`src/rtl/pokemaze_pkg.sv`:
```
// pokemaze_pkg: shared screen/map constants, sprite state and direction enums.
`default_nettype none

package pokemaze_pkg;

    localparam int MAP_W    = 64;
    localparam int MAP_H    = 48;
    localparam int CELL_PX  = 10;
    localparam int SCREEN_W = 640;
    localparam int SCREEN_H = 480;

    typedef enum logic [1:0] {
        IDLE   = 2'd0,
        MOVE   = 2'd1,
        BOUNCE = 2'd2
    } mover_state_t;

    typedef enum logic [2:0] {
        DIR_NONE = 3'd0,
        DIR_U    = 3'd1,
        DIR_D    = 3'd2,
        DIR_L    = 3'd3,
        DIR_R    = 3'd4
    } dir_t;

    function automatic dir_t dir_opposite(input dir_t d);
        case (d)
            DIR_U:   return DIR_D;
            DIR_D:   return DIR_U;
            DIR_L:   return DIR_R;
            DIR_R:   return DIR_L;
            default: return DIR_NONE;
        endcase
    endfunction

endpackage

`default_nettype wire

```
`src/rtl/sprite_mover_frame_tick_sync.sv`:
```
// frame_tick_sync: brings the async frame strobe into clk and emits a one-cycle tick
// on its rising edge (tick is seen by the 3rd clk edge after frame_clk rises).
`default_nettype none

module frame_tick_sync (
    input  logic clk,
    input  logic rst_n,
    input  logic frame_clk,
    output logic tick
);

    logic meta;
    logic sync;
    logic sync_d;

    always_ff @(posedge clk or negedge rst_n) begin
        if (!rst_n) begin
            meta   <= 1'b0;
            sync   <= 1'b0;
            sync_d <= 1'b0;
        end else begin
            meta   <= frame_clk;
            sync   <= meta;
            sync_d <= sync;
        end
    end

    assign tick = sync & ~sync_d;

endmodule

`default_nettype wire

```
`src/rtl/sprite_mover.sv`:
```
// sprite_mover: per-frame position/motion FSM for one maze sprite with wall bounce-back.
// Define SPRITE_MOVER_COLL_CNT_EN to build the collision counter on coll_count.
`default_nettype none

module sprite_mover #(
    parameter logic [19:0] X_INIT        = 20'd320,
    parameter logic [19:0] Y_INIT        = 20'd240,
    parameter logic [3:0]  STEP          = 4'd2,
    parameter logic [3:0]  BOUNCE_FRAMES = 4'd4,
    parameter logic [9:0]  SPRITE_W      = 10'd9,
    parameter logic [9:0]  SPRITE_H      = 10'd9
) (
    input  logic        Clk,
    input  logic        Reset_n,
    input  logic        frame_clk,
    input  logic        key_U,
    input  logic        key_D,
    input  logic        key_L,
    input  logic        key_R,
    input  logic        bnceU,
    input  logic        bnceD,
    input  logic        bnceL,
    input  logic        bnceR,
    input  logic        coll_CU,
    output logic [19:0] sprite_xpos,
    output logic [19:0] sprite_ypos,
    output logic [9:0]  sprite_W,
    output logic [9:0]  sprite_H,
    output logic        U,
    output logic        D,
    output logic        L,
    output logic        R,
    output logic        bcingU,
    output logic        bcingD,
    output logic        bcingL,
    output logic        bcingR,
    output logic [15:0] coll_count
);

    import pokemaze_pkg::*;

    localparam logic [19:0] STEP_W = {16'd0, STEP};
    localparam logic [19:0] X_MAX  = 20'(SCREEN_W - 1) - {10'd0, SPRITE_W};
    localparam logic [19:0] Y_MAX  = 20'(SCREEN_H - 1) - {10'd0, SPRITE_H};

    logic         tick;
    mover_state_t state, state_n;
    dir_t         dir, dir_n;
    dir_t         bdir, bdir_n;
    dir_t         key_dir, bnce_dir, step_dir;
    logic [3:0]   bcnt, bcnt_n;
    logic [19:0]  x_n, y_n;

    frame_tick_sync u_tick (
        .clk       (Clk),
        .rst_n     (Reset_n),
        .frame_clk (frame_clk),
        .tick      (tick)
    );

    function automatic logic [19:0] step_dec(input logic [19:0] pos);
        return (pos < STEP_W) ? 20'd0 : pos - STEP_W;
    endfunction

    function automatic logic [19:0] step_inc(input logic [19:0] pos, input logic [19:0] lim);
        logic [20:0] sum;
        sum = {1'b0, pos} + {1'b0, STEP_W};
        return (sum > {1'b0, lim}) ? lim : sum[19:0];
    endfunction

    always_comb begin
        if (key_U)      key_dir = DIR_U;
        else if (key_D) key_dir = DIR_D;
        else if (key_L) key_dir = DIR_L;
        else if (key_R) key_dir = DIR_R;
        else            key_dir = DIR_NONE;
    end

    // bnce* names the direction to be pushed, so it doubles as the step direction.
    always_comb begin
        if (bnceR)      bnce_dir = DIR_R;
        else if (bnceL) bnce_dir = DIR_L;
        else if (bnceD) bnce_dir = DIR_D;
        else if (bnceU) bnce_dir = DIR_U;
        else            bnce_dir = DIR_NONE;
    end

    always_comb begin
        state_n  = state;
        dir_n    = dir;
        bdir_n   = bdir;
        bcnt_n   = bcnt;
        step_dir = DIR_NONE;
        if (tick) begin
            case (state)
                IDLE: begin
                    if (key_dir != DIR_NONE) begin
                        dir_n    = key_dir;
                        step_dir = key_dir;
                        state_n  = MOVE;
                    end
                end
                MOVE: begin
                    if (bnce_dir != DIR_NONE) begin
                        state_n  = BOUNCE;
                        dir_n    = DIR_NONE;
                        bdir_n   = dir_opposite(bnce_dir);
                        step_dir = bnce_dir;
                        bcnt_n   = BOUNCE_FRAMES - 4'd1;
                    end else if (key_dir != DIR_NONE) begin
                        dir_n    = key_dir;
                        step_dir = key_dir;
                    end else begin
                        dir_n    = DIR_NONE;
                        state_n  = IDLE;
                    end
                end
                BOUNCE: begin
                    step_dir = dir_opposite(bdir);
                    if (bcnt != 4'd0) begin
                        bcnt_n = bcnt - 4'd1;
                    end else if (bnce_dir == DIR_NONE) begin
                        bdir_n  = DIR_NONE;
                        state_n = IDLE;
                    end
                end
                default: state_n = IDLE;
            endcase
        end
    end

    always_comb begin
        x_n = sprite_xpos;
        y_n = sprite_ypos;
        case (step_dir)
            DIR_U:   y_n = step_dec(sprite_ypos);
            DIR_D:   y_n = step_inc(sprite_ypos, Y_MAX);
            DIR_L:   x_n = step_dec(sprite_xpos);
            DIR_R:   x_n = step_inc(sprite_xpos, X_MAX);
            default: ;
        endcase
    end

    always_ff @(posedge Clk or negedge Reset_n) begin
        if (!Reset_n) begin
            state       <= IDLE;
            dir         <= DIR_NONE;
            bdir        <= DIR_NONE;
            bcnt        <= 4'd0;
            sprite_xpos <= X_INIT;
            sprite_ypos <= Y_INIT;
        end else begin
            state       <= state_n;
            dir         <= dir_n;
            bdir        <= bdir_n;
            bcnt        <= bcnt_n;
            sprite_xpos <= x_n;
            sprite_ypos <= y_n;
        end
    end

`ifdef SPRITE_MOVER_COLL_CNT_EN
    // Only MOVE ticks count, so each bounce entry is one event.
    logic [15:0] coll_cnt;

    always_ff @(posedge Clk or negedge Reset_n) begin
        if (!Reset_n) begin
            coll_cnt <= 16'd0;
        end else if (tick && state == MOVE && coll_CU && coll_cnt != 16'hFFFF) begin
            coll_cnt <= coll_cnt + 16'd1;
        end
    end

    assign coll_count = coll_cnt;
`else
    logic unused_coll;
    assign unused_coll = coll_CU;
    assign coll_count  = 16'd0;
`endif

    assign sprite_W = SPRITE_W;
    assign sprite_H = SPRITE_H;

    assign U = (dir == DIR_U);
    assign D = (dir == DIR_D);
    assign L = (dir == DIR_L);
    assign R = (dir == DIR_R);

    assign bcingU = (bdir == DIR_U);
    assign bcingD = (bdir == DIR_D);
    assign bcingL = (bdir == DIR_L);
    assign bcingR = (bdir == DIR_R);

endmodule

`default_nettype wire
```
`config.mk`:
```
export PLATFORM = sky130hd
export DESIGN_NAME = sprite_mover
export DESIGN_NICKNAME = d
export VERILOG_FILES = /design/src/rtl/pokemaze_pkg.sv /design/src/rtl/sprite_mover_frame_tick_sync.sv /design/src/rtl/sprite_mover.sv
export SDC_FILE = /design/constraint.sdc
export NUM_CORES = 1
export LEC_CHECK = 0
export ABC_AREA = 1
export BUFFER_PORTS_ARGS = -buffer_cell sky130_fd_sc_hd__buf_4
export CELL_PAD_IN_SITES_DETAIL_PLACEMENT = 0
export CELL_PAD_IN_SITES_GLOBAL_PLACEMENT = 1
export CORE_UTILIZATION = 25
export CTS_BUF_LIST = sky130_fd_sc_hd__clkbuf_2 sky130_fd_sc_hd__clkbuf_4 sky130_fd_sc_hd__clkbuf_8
export CTS_CLUSTER_SIZE = 24
export DETAILED_ROUTE_END_ITERATION = 10
export MAX_ROUTING_LAYER = met4
export PLACE_DENSITY_LB_ADDON = 0.1
export SLEW_MARGIN = 20
export SYNTH_ARGS = -nofsm -noshare
export SYNTH_HDL_FRONTEND = slang
export SYNTH_SLANG_ARGS = --single-unit
```
`constraint.sdc`:
```
create_clock -name Clk -period 6 [get_ports Clk]
set_input_delay 0.9 -clock Clk [delete_from_list [all_inputs] [get_ports Clk]]
set_output_delay 0.9 -clock Clk [all_outputs]
set_load 0.01 [all_outputs]
```
* Yosys cells after proc, flatten, opt, wreduce, memory -nomap -nowiden
Index checks and enable logic that the tools add are counted.
** Operators by class
- Add/sub/neg operators :: 5
- Multipliers :: 0
- Div/mod/pow operators :: 0
- $lt $le $gt $ge :: 4
- Equal/unequal tests :: 24
- Shift operators :: 0
- Muxes and demuxes :: 36
- Bitwise logic cells :: 2
- Reductions and logical operators :: 13
** Operator list (count)
- 20-bit 2-to-1 mux :: 4
- 20-bit case mux with 2 select lines :: 2
- 20-bit by 2-bit adder with 21-bit output, second input constant :: 2
- 20-bit by 2-bit less-than comparator with 1-bit output, second input constant :: 2
- 20-bit by 2-bit subtractor with 20-bit output, second input constant :: 2
- 3-bit 2-to-1 mux :: 13
- 3-bit by 2-bit equality test with 1-bit output, second input constant :: 8
- 3-bit case mux with 4 select lines :: 2
- 21-bit by 10-bit > comparator with 1-bit output, second input constant :: 1
- 21-bit by 9-bit > comparator with 1-bit output, second input constant :: 1
- 2-bit 2-to-1 mux :: 7
- 3-bit by 1-bit equality test with 1-bit output, second input constant :: 4
- 3-bit equality test, second input constant :: 4
- 3-bit case mux with 2 select lines :: 2
- 2-bit inequality test, second input constant :: 5
- 5-bit AND reduction :: 2
- 3-bit case mux with 3 select lines :: 1
- 4-bit 2-to-1 mux :: 2
- 4-bit case mux with 2 select lines :: 1
- 2-bit nonzero test :: 4
- 2-bit case mux with 3 select lines :: 1
- 3-bit nonzero test :: 2
- 4-bit AND reduction :: 1
- 4-bit nonzero test :: 1
- other kinds (10) :: 10
** Storage, ports and cells
- Bits in registers :: 55
- Bits in latches :: 0
- RAM bits :: 0
- ROM bits :: 0
- Input bits :: 12
- Logic and storage cells :: 93
- Memories :: 0

* Logic depth before layout (Yosys ltp)
Gate-level depths: netlist (run 1).
- Depth in word-level cells :: 11
- Depth in mapped cells :: 15
- Depth with buffers taken out :: 15

* Cells and area by module
From an unflattened synthesis (run 1), not the netlist that was laid out.
** Unflattened totals
- Cell total of the unflattened synthesis :: 754
- Area total of the unflattened synthesis :: 4901.0 µm²
** Modules (own cells, without submodules)
- sprite_mover :: times used 1, cells each 749, area each 4815.9 µm², sequential area each 1258.7 µm²
- frame_tick_sync :: times used 1, cells each 5, area each 85.1 µm², sequential area each 75.1 µm²

* Worst setup path after synthesis (run 1)
Ideal clock, no wire load.
- Kind :: input -> register
- Start :: in bnceD
- End :: reg sprite_ypos[3]
- Setup time :: 0.117 ns
- Data arrival time :: 2.074 ns
- Required time :: 5.883 ns
- Setup slack :: 3.809 ns
- Cell stages on the path :: 12
- Cells stage by stage :: nor2_2 o211ai_1 nor2_1 nand2_1 nand2_2 nand3_2 nand2_1 inv_2 nand2_1 nand2_1 nand2_1 nand2_1
** Between the ends
- Cells in the longest elaborated chain, start to end :: 9
- Elaborated cells on any way between the ends :: 11
- Those cells by class :: eq/ne: 2; mux: 7; reduce/logical: 2
** RTL lines
- from (decl) :: line sprite_mover.sv:21 : input logic bnceD,
- 2-bit 2-to-1 mux (*) :: line sprite_mover.sv:83 : else if (bnceD) bnce_dir = DIR_D;
- 2-bit 2-to-1 mux (*) :: line sprite_mover.sv:82 : else if (bnceL) bnce_dir = DIR_L;
- 3-bit 2-to-1 mux (*) :: line sprite_mover.sv:81 : if (bnceR) bnce_dir = DIR_R;
- 3-bit nonzero test :: line sprite_mover.sv:104 : if (bnce_dir != DIR_NONE) begin
- 3-bit 2-to-1 mux (*) :: line sprite_mover.sv:104
- 3-bit case mux with 3 select lines (*) :: line sprite_mover.sv:95 : case (state)
- 3-bit 2-to-1 mux (*) :: line sprite_mover.sv:94 : if (tick) begin
- 3-bit by 2-bit equality test with 1-bit output / 3-bit by 1-bit equality test with 1-bit output (equally long branches) :: line sprite_mover.sv:135 : case (step_dir)
- 20-bit case mux with 2 select lines / 2-bit nonzero test (equally long branches)
- to (signal assigned) :: line sprite_mover.sv:158 : sprite_ypos <= y_n;
- to (decl) :: line sprite_mover.sv:26 : output logic [19:0] sprite_ypos,
Every way passes the cells marked *; elsewhere a longest branch is shown, timed or not.
A chain may end at the register's enable or synchronous reset.

* Worst setup path in the final report (run 1)
Same ends and word-level chain as after synthesis.

==> reports/results.txt, run 1 <==
Place WS - 2.53 ns
TritonCTS clock tree - yes
Max transition margin - 0.515
Post-CTS Resized - 0
Post-DRT Antenna Nets - 0
M3 GR Usage - 0.0155
Worst-Margin Slew - 0.727 ns
CP Class - primary input to flip-flop
Hold_buf cts - 0
Initial antenna violation count - 0
Vias - 4,685
R2r setup slk - 3.42 ns
Met1 Use GR - 0.195
Minimum clock period - 2.65 ns
Fin. max-slew vios - 0
DRT iter0 DRCs - 237
Synth area leader - dfrtp_1
Final setup margin - 3.35 ns
Placed Instances - 1,047
Top cell type's share of synthesized area - 0.238
Maximum fanout along the worst path - 10
Post-Syn Area - 4940 sq um
# IOs - 96
Mapped Cells - 749
Core Area - 19,400 sq um
Clock skew - 0.00711 ns
Area of the multi-input gates - 2980 sq um
Die width - 143 um
Worst endpoint required time - 6.24 ns
CTS root buf - clkbuf_8
Sink Count - 53
Ys async rst share - 1.00
Worst Reg-to-Reg Cells - 12
Violated checks - design-rule violations
Non-Filler Instances - 1,055
Total global-route track usage - 0.152
Gpl congestion - 0.821
Static leakage - 0.00261 uW
Post-synth EDFFs - 0
Worst setup SP type - primary input
DRT Wirelength - 14,400 um
# setup viols final - 0
Post-CTS setup buffers - 0
Final period util - 0.442
Final TNS setup - 0 ns
Most used routing layer - met2
Crit end category - flip-flop
Storage element area - 1330 sq um
Status - finished, violations left
Top cells by count, synth - 184 x nand2_1, 94 x nor2_1, 80 x inv_1
Ant diodes - 0
Starting density of the core - 0.255
Die Y-Extent - 143 um
Unrepaired setup endpoints after global routing - false
Yosys reg bits - 53
Commonest register cell after synthesis - dfrtp_1
Post-DP HPWL - 11,000 um
Layout area overhead - 11.3%
GRT Residual Overflow - 0
Worst VDD drop - 0.135 mV
Final hold vios - 0
Avg WL per Cell - 13.7 um
Worst r2r src - sprite_ypos[3]
Largest net degree at the start of global routing - 54
Site Rows - 51
Seq/Total Area, Yosys - 0.270
Power per cell area - 441 nW/um^2
TritonCTS Buffers - 5
R2r endpoint - sprite_ypos[3]
Clk slew on worst S/H paths - 0.11 ns
FMAX - 377 MHz
Synth area leaders - dfrtp_1 24%, nand2_1 14%, nor2_1 7.1%
Max-cap violation count - 0
Vias in the first global route - 4,457
Synth cell types - 40
DRC - 2
Maximum buffer depth of the clock tree - 2
Clock Latency Late Sink - 0.34 ns
Port bufs - 56
H-Tree Depth - 2
Layout cell share with drive strength beyond 1 - 0.154
Filler instances - 2,237
Hold slack final - 0.355 ns
Die footprint - 20,300 sq um
M2 GR Usage - 0.254
Synth Area per Inst - 6.60 sq um
First-pass DRT Iterations - 7
Ys Warns - 0
Via density - 4.44
Wire length of the first global-routing pass - 23,500 um
Crit path capture - sprite_ypos[3]
Nets - 809
Arr. time, crit path - 2.89 ns
Critical Path Start - bnceD
Top-count cell post-synth - nand2_1
Worst Hold Class - flip-flop to flip-flop
[critical path, cell delays in order]
cell	delay, ns
buf_4	0.12
nor2_2	0.17
o211ai_1	0.22
nor2_1	0.19
nand2_1	0.08
nand2_2	0.12
nand3_2	0.21
nand2_1	0.39
inv_2	0.23
nand2_1	0.10
nand2_1	0.06
nand2_1	0.06
nand2_1	0.05
[worst min-delay path by stage]
| stage | startpoint | endpoint | slack [ns] | cells after the start |
|---|---|---|---|---|
| global route | u_tick.meta | u_tick.sync | 0.38 | 0 |
| detailed placement | u_tick.meta | u_tick.sync | 0.34 | 0 |
| finish | u_tick.meta | u_tick.sync | 0.36 | 0 |
| floorplan | u_tick.meta | u_tick.sync | 0.33 | 0 |
| CTS | u_tick.meta | u_tick.sync | 0.37 | 0 |
| global placement | u_tick.meta | u_tick.sync | 0.34 | 0 |
[cell usage in the layout, fill, tap and decap left out, types with 3 or more instances in the layout]
cell,n
o21ai_1,7
nor2_2,9
dfstp_2,6
nand4_1,22
nand2_1,184
nand3_2,8
o21ai_0,36
nor3_1,14
nand2_2,9
clkbuf_8,6
nand2_4,3
o21bai_1,4
buf_4,56
nor2_4,9
a21oi_1,17
o22ai_1,6
ha_1,8
o211ai_1,4
inv_1,80
inv_2,8
nand3_1,61
dfrtp_1,47
xor2_1,33
conb_1,38
nor2_1,94
[metal layers]
metal  routed length [um]  vias up  share of wire
li1                     -     2402              -
met1                 6840     2186           0.47
met2                 7040       87           0.49
met3                  426       10          0.029
met4                  150        0          0.010
met5                    0        -              0
[where the power goes]
group / switching [uW] / internal (uW)
Combinational: 870 / 526
Clock: 141 / 96.3
Sequential: 280 / 509
Total: 1290 / 1130
[layout make-up]
type	instances	area share
inverters	89	0.0608
well taps	265	0.0603
clock inverters	2	0.00319
multi-input cells	584	0.542
clock buffers	6	0.0150
flip-flops and latches	53	0.243
repair buffers	56	0.0765
[state kept, by name, summed over array words and instances (netlist names)]
name	flops
sprite_xpos	19
bdir	3
u_tick.meta	1
bcnt	4
dir	3
sprite_ypos	19
u_tick.sync_d	1
u_tick.sync	1
state	2
[cells by family after synthesis]
group | after synthesis | synth area share
AND/OR/NAND/NOR | 421 | 0.398
buffers and inverters | 148 | 0.155
AO/OA/AOI/OAI | 83 | 0.0942
flip-flops | 53 | 0.270
XOR/XNOR | 34 | 0.0603
adder cells (fa/ha/maj) | 8 | 0.0203
other | 2 | 0.00152
[per-stage QoR]
step	power (uW)	instance area, sq um	util
6_report	2420	5500	0.283
5_1_grt	2680	5500	0.283
4_1_cts	2460	5490	0.283
3_5_place_dp	2200	5390	0.278
3_3_place_gp	2200	5390	0.278
2_1_floorplan	1770	5080	-
Power figures use the tool's default switching activity.
==> run 2: changes to the inputs <==
- ABC_AREA: 1 -> 0
- clock period: 6 -> 2.5 ns (I/O delays scaled with it)
==> reports/results.txt, run 2 <==
Largest regs - sprite_xpos x19, sprite_ypos x19, bcnt x4 (unchanged)
Post-Syn Area - 4660 sq um (was 4940 sq um)
Final setup margin - 0.0450 ns (was 3.35 ns)
Ys Warns - 0 (unchanged)
Synth Area per Inst - 7.94 sq um (was 6.60 sq um)
Yosys reg bits - 53 (unchanged)
Synth area leaders - dfrtp_1 25%, buf_4 6.3%, o21ai_0 4.5% (was dfrtp_1 24%, nand2_1 14%, nor2_1 7.1%)
Placed Instances - 965 (was 1,047)
Switching share of power - 0.438 (was 0.533)
Commonest register cell after synthesis - dfrtp_1 (unchanged)
Seq/Total Area, Yosys - 0.286 (was 0.270)
Minimum clock period - 2.46 ns
DRT iter0 DRCs - 207 (was 237)
Via density - 4.95 (was 4.44)
DRC - 10 (was 2)
Die footprint - 19,200 sq um (was 20,300 sq um)
Nets - 765 (was 809)
Final period util - 0.982
Max-cap violation count - 0 (unchanged)
Violated checks - design-rule violations (unchanged)
Maximum buffer depth of the clock tree - 2 (unchanged)
Unrepaired setup endpoints after global routing - true (was false)
Die Y-Extent - 138 um (was 143 um)
First-pass DRT Iterations - 10 (was 7)
Initial antenna violation count - 0 (unchanged)
Top cells by count, synth - 48 x nor2_1, 47 x dfrtp_1, 47 x nand2_1 (was 184 x nand2_1, 94 x nor2_1, 80 x inv_1)
Largest net degree at the start of global routing - 54 (unchanged)
FMAX - 407 MHz
Vias - 4,822 (was 4,685)
Clock Latency Late Sink - 0.34 ns (about the same)
CTS root buf - clkbuf_8 (unchanged)
Vias in the first global route - 4,704 (was 4,457)
# IOs - 96 (unchanged)
Maximum fanout along the worst path - 5 (was 10)
Non-Filler Instances - 975 (was 1,055)
Worst endpoint required time - 2.76 ns (was 6.24 ns)
Logic pwr share - 0.639 (was 0.576)
Gpl congestion - 0.837 (was 0.821)
Place WS - -0.168 ns (was 2.53 ns)
Core Area - 18,100 sq um (was 19,400 sq um)
Total global-route track usage - 0.169 (was 0.152)
Synth cell types - 78 (was 40)
Layout area overhead - 37.5% (was 11.3%)
Switching Power - 2660 uW (was 1290 uW)
DRT Wirelength - 15,600 um (was 14,400 um)
Starting density of the core - 0.257 (was 0.255)
Worst r2r src - sprite_ypos[4] (was sprite_ypos[3])
Hold_buf cts - 0 (unchanged)
Critical Path Start - sprite_ypos[4] (was bnceD)
TritonCTS Buffers - 5 (unchanged)
Mapped Cells - 586 (was 749)
R2r endpoint - sprite_ypos[4] (was sprite_ypos[3])
Power per cell area - 947 nW/um^2 (was 441 nW/um^2)
# setup viols final - 0 (unchanged)
Fin. max-slew vios - 0 (unchanged)
Ant diodes - 0 (unchanged)
Sink Count - 53 (unchanged)
H-Tree Depth - 2 (unchanged)
Avg WL per Cell - 16.0 um (was 13.7 um)
Total internal power - 3410 uW (was 1130 uW)
Clock power frac - 0.123 (was 0.098)
Worst Hold Class - primary input to asynchronous set/reset pin (was flip-flop to flip-flop)
Max transition margin - 0.498 (was 0.515)
Crit path capture - sprite_ypos[4] (was sprite_ypos[3])
Worst Reg-to-Reg Cells - 7 (was 12)
Post-DRT Antenna Nets - 0 (unchanged)
Post-synth EDFFs - 0 (unchanged)
Synth area leader - dfrtp_1 (unchanged)
Arr. time, crit path - 2.71 ns (was 2.89 ns)
R2r setup slk - 0.04 ns (was 3.42 ns)
TritonCTS clock tree - yes (unchanged)
Ys async rst share - 1.00 (unchanged)
Sequential share of power - 0.238 (was 0.326)
Status - finished, violations left (unchanged)
Static leakage - 0.00281 uW (was 0.00261 uW)
Layout cell share with drive strength beyond 1 - 0.351 (was 0.154)
Crit end category - flip-flop (unchanged)
CP Class - flip-flop to flip-flop (was primary input to flip-flop)
Site Rows - 49 (was 51)
GRT Residual Overflow - 0 (unchanged)
Worst VDD drop - 0.338 mV (was 0.135 mV)
Final hold vios - 0 (unchanged)
Post-DP HPWL - 12,300 um (was 11,000 um)
Commonest non-fill, non-tap cell in the layout - buf_4 (was nand2_1)
Clock skew - 0.0138 ns (was 0.00711 ns)
Port bufs - 56 (unchanged)
Top cell type's share of synthesized area - 0.253 (was 0.238)
Filler instances - 1,910 (was 2,237)
Top-count cell post-synth - nor2_1 (was nand2_1)
Wire length of the first global-routing pass - 25,100 um (was 23,500 um)
Worst-Margin Slew - 0.754 ns (was 0.727 ns)
Worst setup SP type - flip-flop (was primary input)
Clk slew on worst S/H paths - 0.11 ns (about the same)
Die width - 138 um (was 143 um)
Commonest cells after routing, fill and taps aside - 189 x buf_4, 47 x nand2_1, 43 x nor2_1, 43 x dfrtp_1, 41 x o21ai_0 (was 184 x nand2_1, 94 x nor2_1, 80 x inv_1)
[run 2: changes by cell type after synthesis, moves of 10 or more]
cell      delta
nor4_1      +10
clkbuf_1    +14
nor2_1      -46
nand4_1     -11
nand2_1    -137
xor2_1      -30
inv_1       -58
nand3_1     -35
a21oi_1     +14
[run 2: logic make-up (layout without fill, tap and decap cells)]
kind of cell,after synthesis,count (layout),share of synthesized area
compound gates,163,163,0.240
xor+xnor,12,12,0.0226
fa+ha+maj,8,8,0.0215
buf+inv,97,221,0.118
flops,53,53,0.286
mux,8,8,0.0177
other cells,2,38,0.00161
simple gates,243,243,0.292
[run 2: through the flow]
stage / TNS, ns / hold slack [ns] / power, uW / util / area (sq um)
6_report: 0 / 0.0870 / 6070 / 0.354 / 6400
5_1_grt: -0.620 / 0.119 / 6560 / 0.354 / 6400
4_1_cts: -0.000364 / 0.119 / 6030 / 0.348 / 6300
3_5_place_dp: -1.29 / 0.342 / 5140 / 0.335 / 6060
3_3_place_gp: -0.994 / 0.334 / 5110 / 0.335 / 6060
2_1_floorplan: 0 / 0.0794 / 3450 / - / 4830
[run 2: critical path, stage by stage, from the launching register on]
cell and delay (ns):
dfstp_2 0.61, nand4_4 0.13, or4b_4 0.54, a2111oi_4 0.36
nor2_2 0.08, nor4_4 0.26, a21oi_1 0.11, a221o_1 0.29
[run 2: cell type report]
type | count | area, sq um | area share
clock buffer | 5 | 68.8 | 0.0107
timing repair buffer | 191 | 1440 | 0.225
sequential | 53 | 1340 | 0.209
tap | 229 | 287 | 0.0447
inverter | 22 | 82.6 | 0.0129
clock inverter | 3 | 68.8 | 0.0107
multi-input combinational | 472 | 3120 | 0.487
[run 2: how the worst min path moves through the flow]
stage / startpoint / to / slack, ns / cells past startpoint
2_1_floorplan: Reset_n / bcnt[0] / 0.08 / 0
3_3_place_gp: u_tick.meta / u_tick.sync / 0.33 / 0
3_5_place_dp: u_tick.meta / u_tick.sync / 0.34 / 0
4_1_cts: Reset_n / sprite_xpos[18] / 0.12 / 1
5_1_grt: frame_clk / u_tick.meta / 0.12 / 1
6_report: Reset_n / sprite_xpos[7] / 0.09 / 1
[run 2: power groups by stage]
stage,sequential (uW),combinational (uW),clock (uW)
6_report,1440,3880,745
5_1_grt,1490,4260,811
4_1_cts,1450,3800,781
3_5_place_dp,1460,3680,0
3_3_place_gp,1450,3660,0
2_1_floorplan,1460,1990,0
[run 2: timing repair]
| action | CTS | global route |
|---|---|---|
| setup endpoints to repair | 18 | 33 |
| buffers inserted | 2 | 0 |
| hold endpoints to repair | 0 | 0 |
| gates cloned | 0 | 0 |
| resized for setup | 19 | 22 |
| pin swaps | 2 | 8 |
[run 2: metal layers]
layer  vias up  track usage  share of wire
li1       2425            -              -
met1      2290        0.217           0.48
met2        92        0.279           0.48
met3        15       0.0232          0.027
met4         0       0.0449          0.016
met5         -            -              0
==> run 3: changes to the inputs <==
--- a/config.mk
+++ b/config.mk
@@ -10,4 +10,5 @@
 export CELL_PAD_IN_SITES_DETAIL_PLACEMENT = 0
 export CELL_PAD_IN_SITES_GLOBAL_PLACEMENT = 1
+export CORE_MARGIN = 2
 export CORE_UTILIZATION = 25
 export CTS_BUF_LIST = sky130_fd_sc_hd__clkbuf_2 sky130_fd_sc_hd__clkbuf_4 sky130_fd_sc_hd__clkbuf_8
@@ -16,4 +17,5 @@
 export MAX_ROUTING_LAYER = met4
 export PLACE_DENSITY_LB_ADDON = 0.1
+export RECOVER_POWER = 100
 export SLEW_MARGIN = 20
 export SYNTH_ARGS = -nofsm -noshare
==> constraint.sdc (replaced) <==
create_clock -name Clk -period 2.5 [get_ports Clk]
set_input_delay 0 -clock Clk [delete_from_list [all_inputs] [get_ports Clk]]
set_output_delay 0 -clock Clk [all_outputs]
set_load 0.01 [all_outputs]
==> reports/results.txt, run 3 (synthesis results as in run 2) <==
Status - completed (was finished, violations left)
Maximum fanout along the worst path - 4 (was 5)
Commonest non-fill, non-tap cell in the layout - buf_4 (unchanged)
Static leakage - 0.00267 uW (was 0.00281 uW)
Via density - 5.04 (was 4.95)
DRC - 0 (was 10)
Core Area - 18,100 sq um (about the same)
H-Tree Depth - 2 (unchanged)
Die width - 140 um (was 138 um)
DRT Wirelength - 15,700 um (was 15,600 um)
Nets - 756 (was 765)
Post-DRT Antenna Nets - 0 (unchanged)
Initial antenna violation count - 0 (unchanged)
TritonCTS clock tree - yes (unchanged)
R2r setup slk - 0.04 ns (about the same)
Final period util - 0.984 (was 0.982)
Power, Total - 5830 uW (was 6070 uW)
Clock skew - 0.00527 ns (was 0.0138 ns)
Worst endpoint required time - 2.76 ns (about the same)
Critical path cell sequence - and4_1 -> or4b_4 -> a2111oi_4 -> nor2_2 -> nor4_4 -> a21oi_1 -> a221o_1 (was nand4_4 -> or4b_4 -> a2111oi_4 -> nor2_2 -> nor4_4 -> a21oi_1 -> a221o_1)
Arr. time, crit path - 2.72 ns (was 2.71 ns)
Largest net degree at the start of global routing - 54 (unchanged)
Port bufs - 56 (unchanged)
Clk slew on worst S/H paths - 0.10 ns (was 0.11 ns)
Crit end category - flip-flop (unchanged)
Post-DP HPWL - 11,900 um (was 12,300 um)
Largest regs - sprite_xpos x19, sprite_ypos x19, bcnt x4 (unchanged)
Commonest cells after routing, fill and taps aside - 151 x buf_4, 47 x nand2_1, 44 x nor2_1 (was 189 x buf_4, 47 x nand2_1, 43 x nor2_1, 43 x dfrtp_1, 41 x o21ai_0)
Layout cell share with drive strength beyond 1 - 0.318 (was 0.351)
Final hold vios - 0 (unchanged)
Ant diodes - 0 (unchanged)
Total global-route track usage - 0.163 (was 0.169)
Die footprint - 19,700 sq um (was 19,200 sq um)
Site Rows - 49 (unchanged)
Worst-Margin Slew - 1.46 ns (was 0.754 ns)
Minimum clock period - 2.46 ns (about the same)
Area of the multi-input gates - 3140 sq um (was 3120 sq um)
GRT Residual Overflow - 0 (unchanged)
Maximum buffer depth of the clock tree - 2 (unchanged)
Worst VDD drop - 0.402 mV (was 0.338 mV)
Gpl congestion - 0.844 (was 0.837)
Max transition margin - 0.0269 (was 0.498)
Wire length of the first global-routing pass - 25,200 um (was 25,100 um)
CTS root buf - clkbuf_8 (unchanged)
Avg WL per Cell - 16.2 um (was 16.0 um)
Max-cap violation count - 0 (unchanged)
# IOs - 96 (unchanged)
FMAX - 407 MHz (about the same)
DRT iter0 DRCs - 256 (was 207)
Filler instances - 1,938 (was 1,910)
Starting density of the core - 0.257 (about the same)
Vias - 4,866 (was 4,822)
Vias in the first global route - 4,759 (was 4,704)
Layout area overhead - 34.4% (was 37.5%)
Power per cell area - 932 nW/um^2 (was 947 nW/um^2)
Fin. max-slew vios - 0 (unchanged)
Hold slack final - 0.0292 ns (was 0.0870 ns)
Sink Count - 53 (unchanged)
CP Class - flip-flop to flip-flop (unchanged)
Die Y-Extent - 140 um (was 138 um)
Storage element area - 1340 sq um (unchanged)
Worst Hold Class - primary input to flip-flop (was primary input to asynchronous set/reset pin)
TritonCTS Buffers - 5 (unchanged)
Worst setup SP type - flip-flop (unchanged)
Unrepaired setup endpoints after global routing - true (unchanged)
First-pass DRT Iterations - 5 (was 10)
Slowest-stage cell, CP - or4b_4 (was dfstp_2)
# setup viols final - 0 (unchanged)
Slowest cell delay on critical path - 0.55 ns (was 0.61 ns)
Clock Latency Late Sink - 0.33 ns (was 0.34 ns)
run 3: per-layer routing:
layer / vias up / track usage / share of wire
met5: - / - / 0
met4: 0 / 0.0374 / 0.012
met3: 13 / 0.0239 / 0.030
met2: 95 / 0.278 / 0.50
met1: 2368 / 0.205 / 0.46
li1: 2390 / - / -
run 3: worst paths after layout:
| check | endpoint | depth (start not counted) | start |
|---|---|---|---|
| setup / recovery | sprite_ypos[4] | 7 | sprite_ypos[2] |
| hold / removal | bdir[1] | 3 | bnceU |
| setup reg to reg | sprite_ypos[4] | 7 | sprite_ypos[2] |
| hold reg to reg | u_tick.sync | 0 | u_tick.meta |
| max in group asynchronous | sprite_ypos[2] | 2 | Reset_n |
| min in group asynchronous | bcnt[2] | 2 | Reset_n |
run 3: repair_timing:
action | 4_1_cts | 5_1_grt
resized for setup | 10 | 39
setup endpoints to repair | 18 | 33
pin swaps | 1 | 11
hold buffers | 6 | 0
gates cloned | 1 | 0
endpoints found under the hold margin | 51 | 0
buffers inserted | 3 | 3
run 3: area by class of cell:
class	instances	area share
repair buffers	181	0.210
clock buffers	7	0.0154
well taps	229	0.0458
inverters	22	0.0132
flip-flops and latches	53	0.214
multi-input cells	473	0.501
clock inverters	1	0.000800
run 3: stage by stage:
stage                     TNS (ns)  cell area, sq um  setup slack [ns]  std cells  utilization
final                            0              6260            0.0405        966        0.345
after global routing        -0.324              6260           -0.0902        966        0.345
after CTS                  -0.0583              6150           -0.0450        963        0.339
after detailed placement    -0.911              5920            -0.126        945        0.326
after global placement      -0.557              5920            -0.105        945        0.326
after floorplan                  0              4830           0.00253        622            -
run 3: power breakdown:
group	leakage, uW	total (uW)	internal, uW	switching, uW
Combinational	0.00196	3800	1770	2030
Clock	0.0000542	579	252	327
Sequential	0.000655	1450	1140	314
run 3: critical path: cells and delay by family (launching register included):
kind	cells	cell delay, ns
and+or+nand+nor	4	1.14
DFF	1	0.48
AOI/OAI and AO/OA	3	0.78
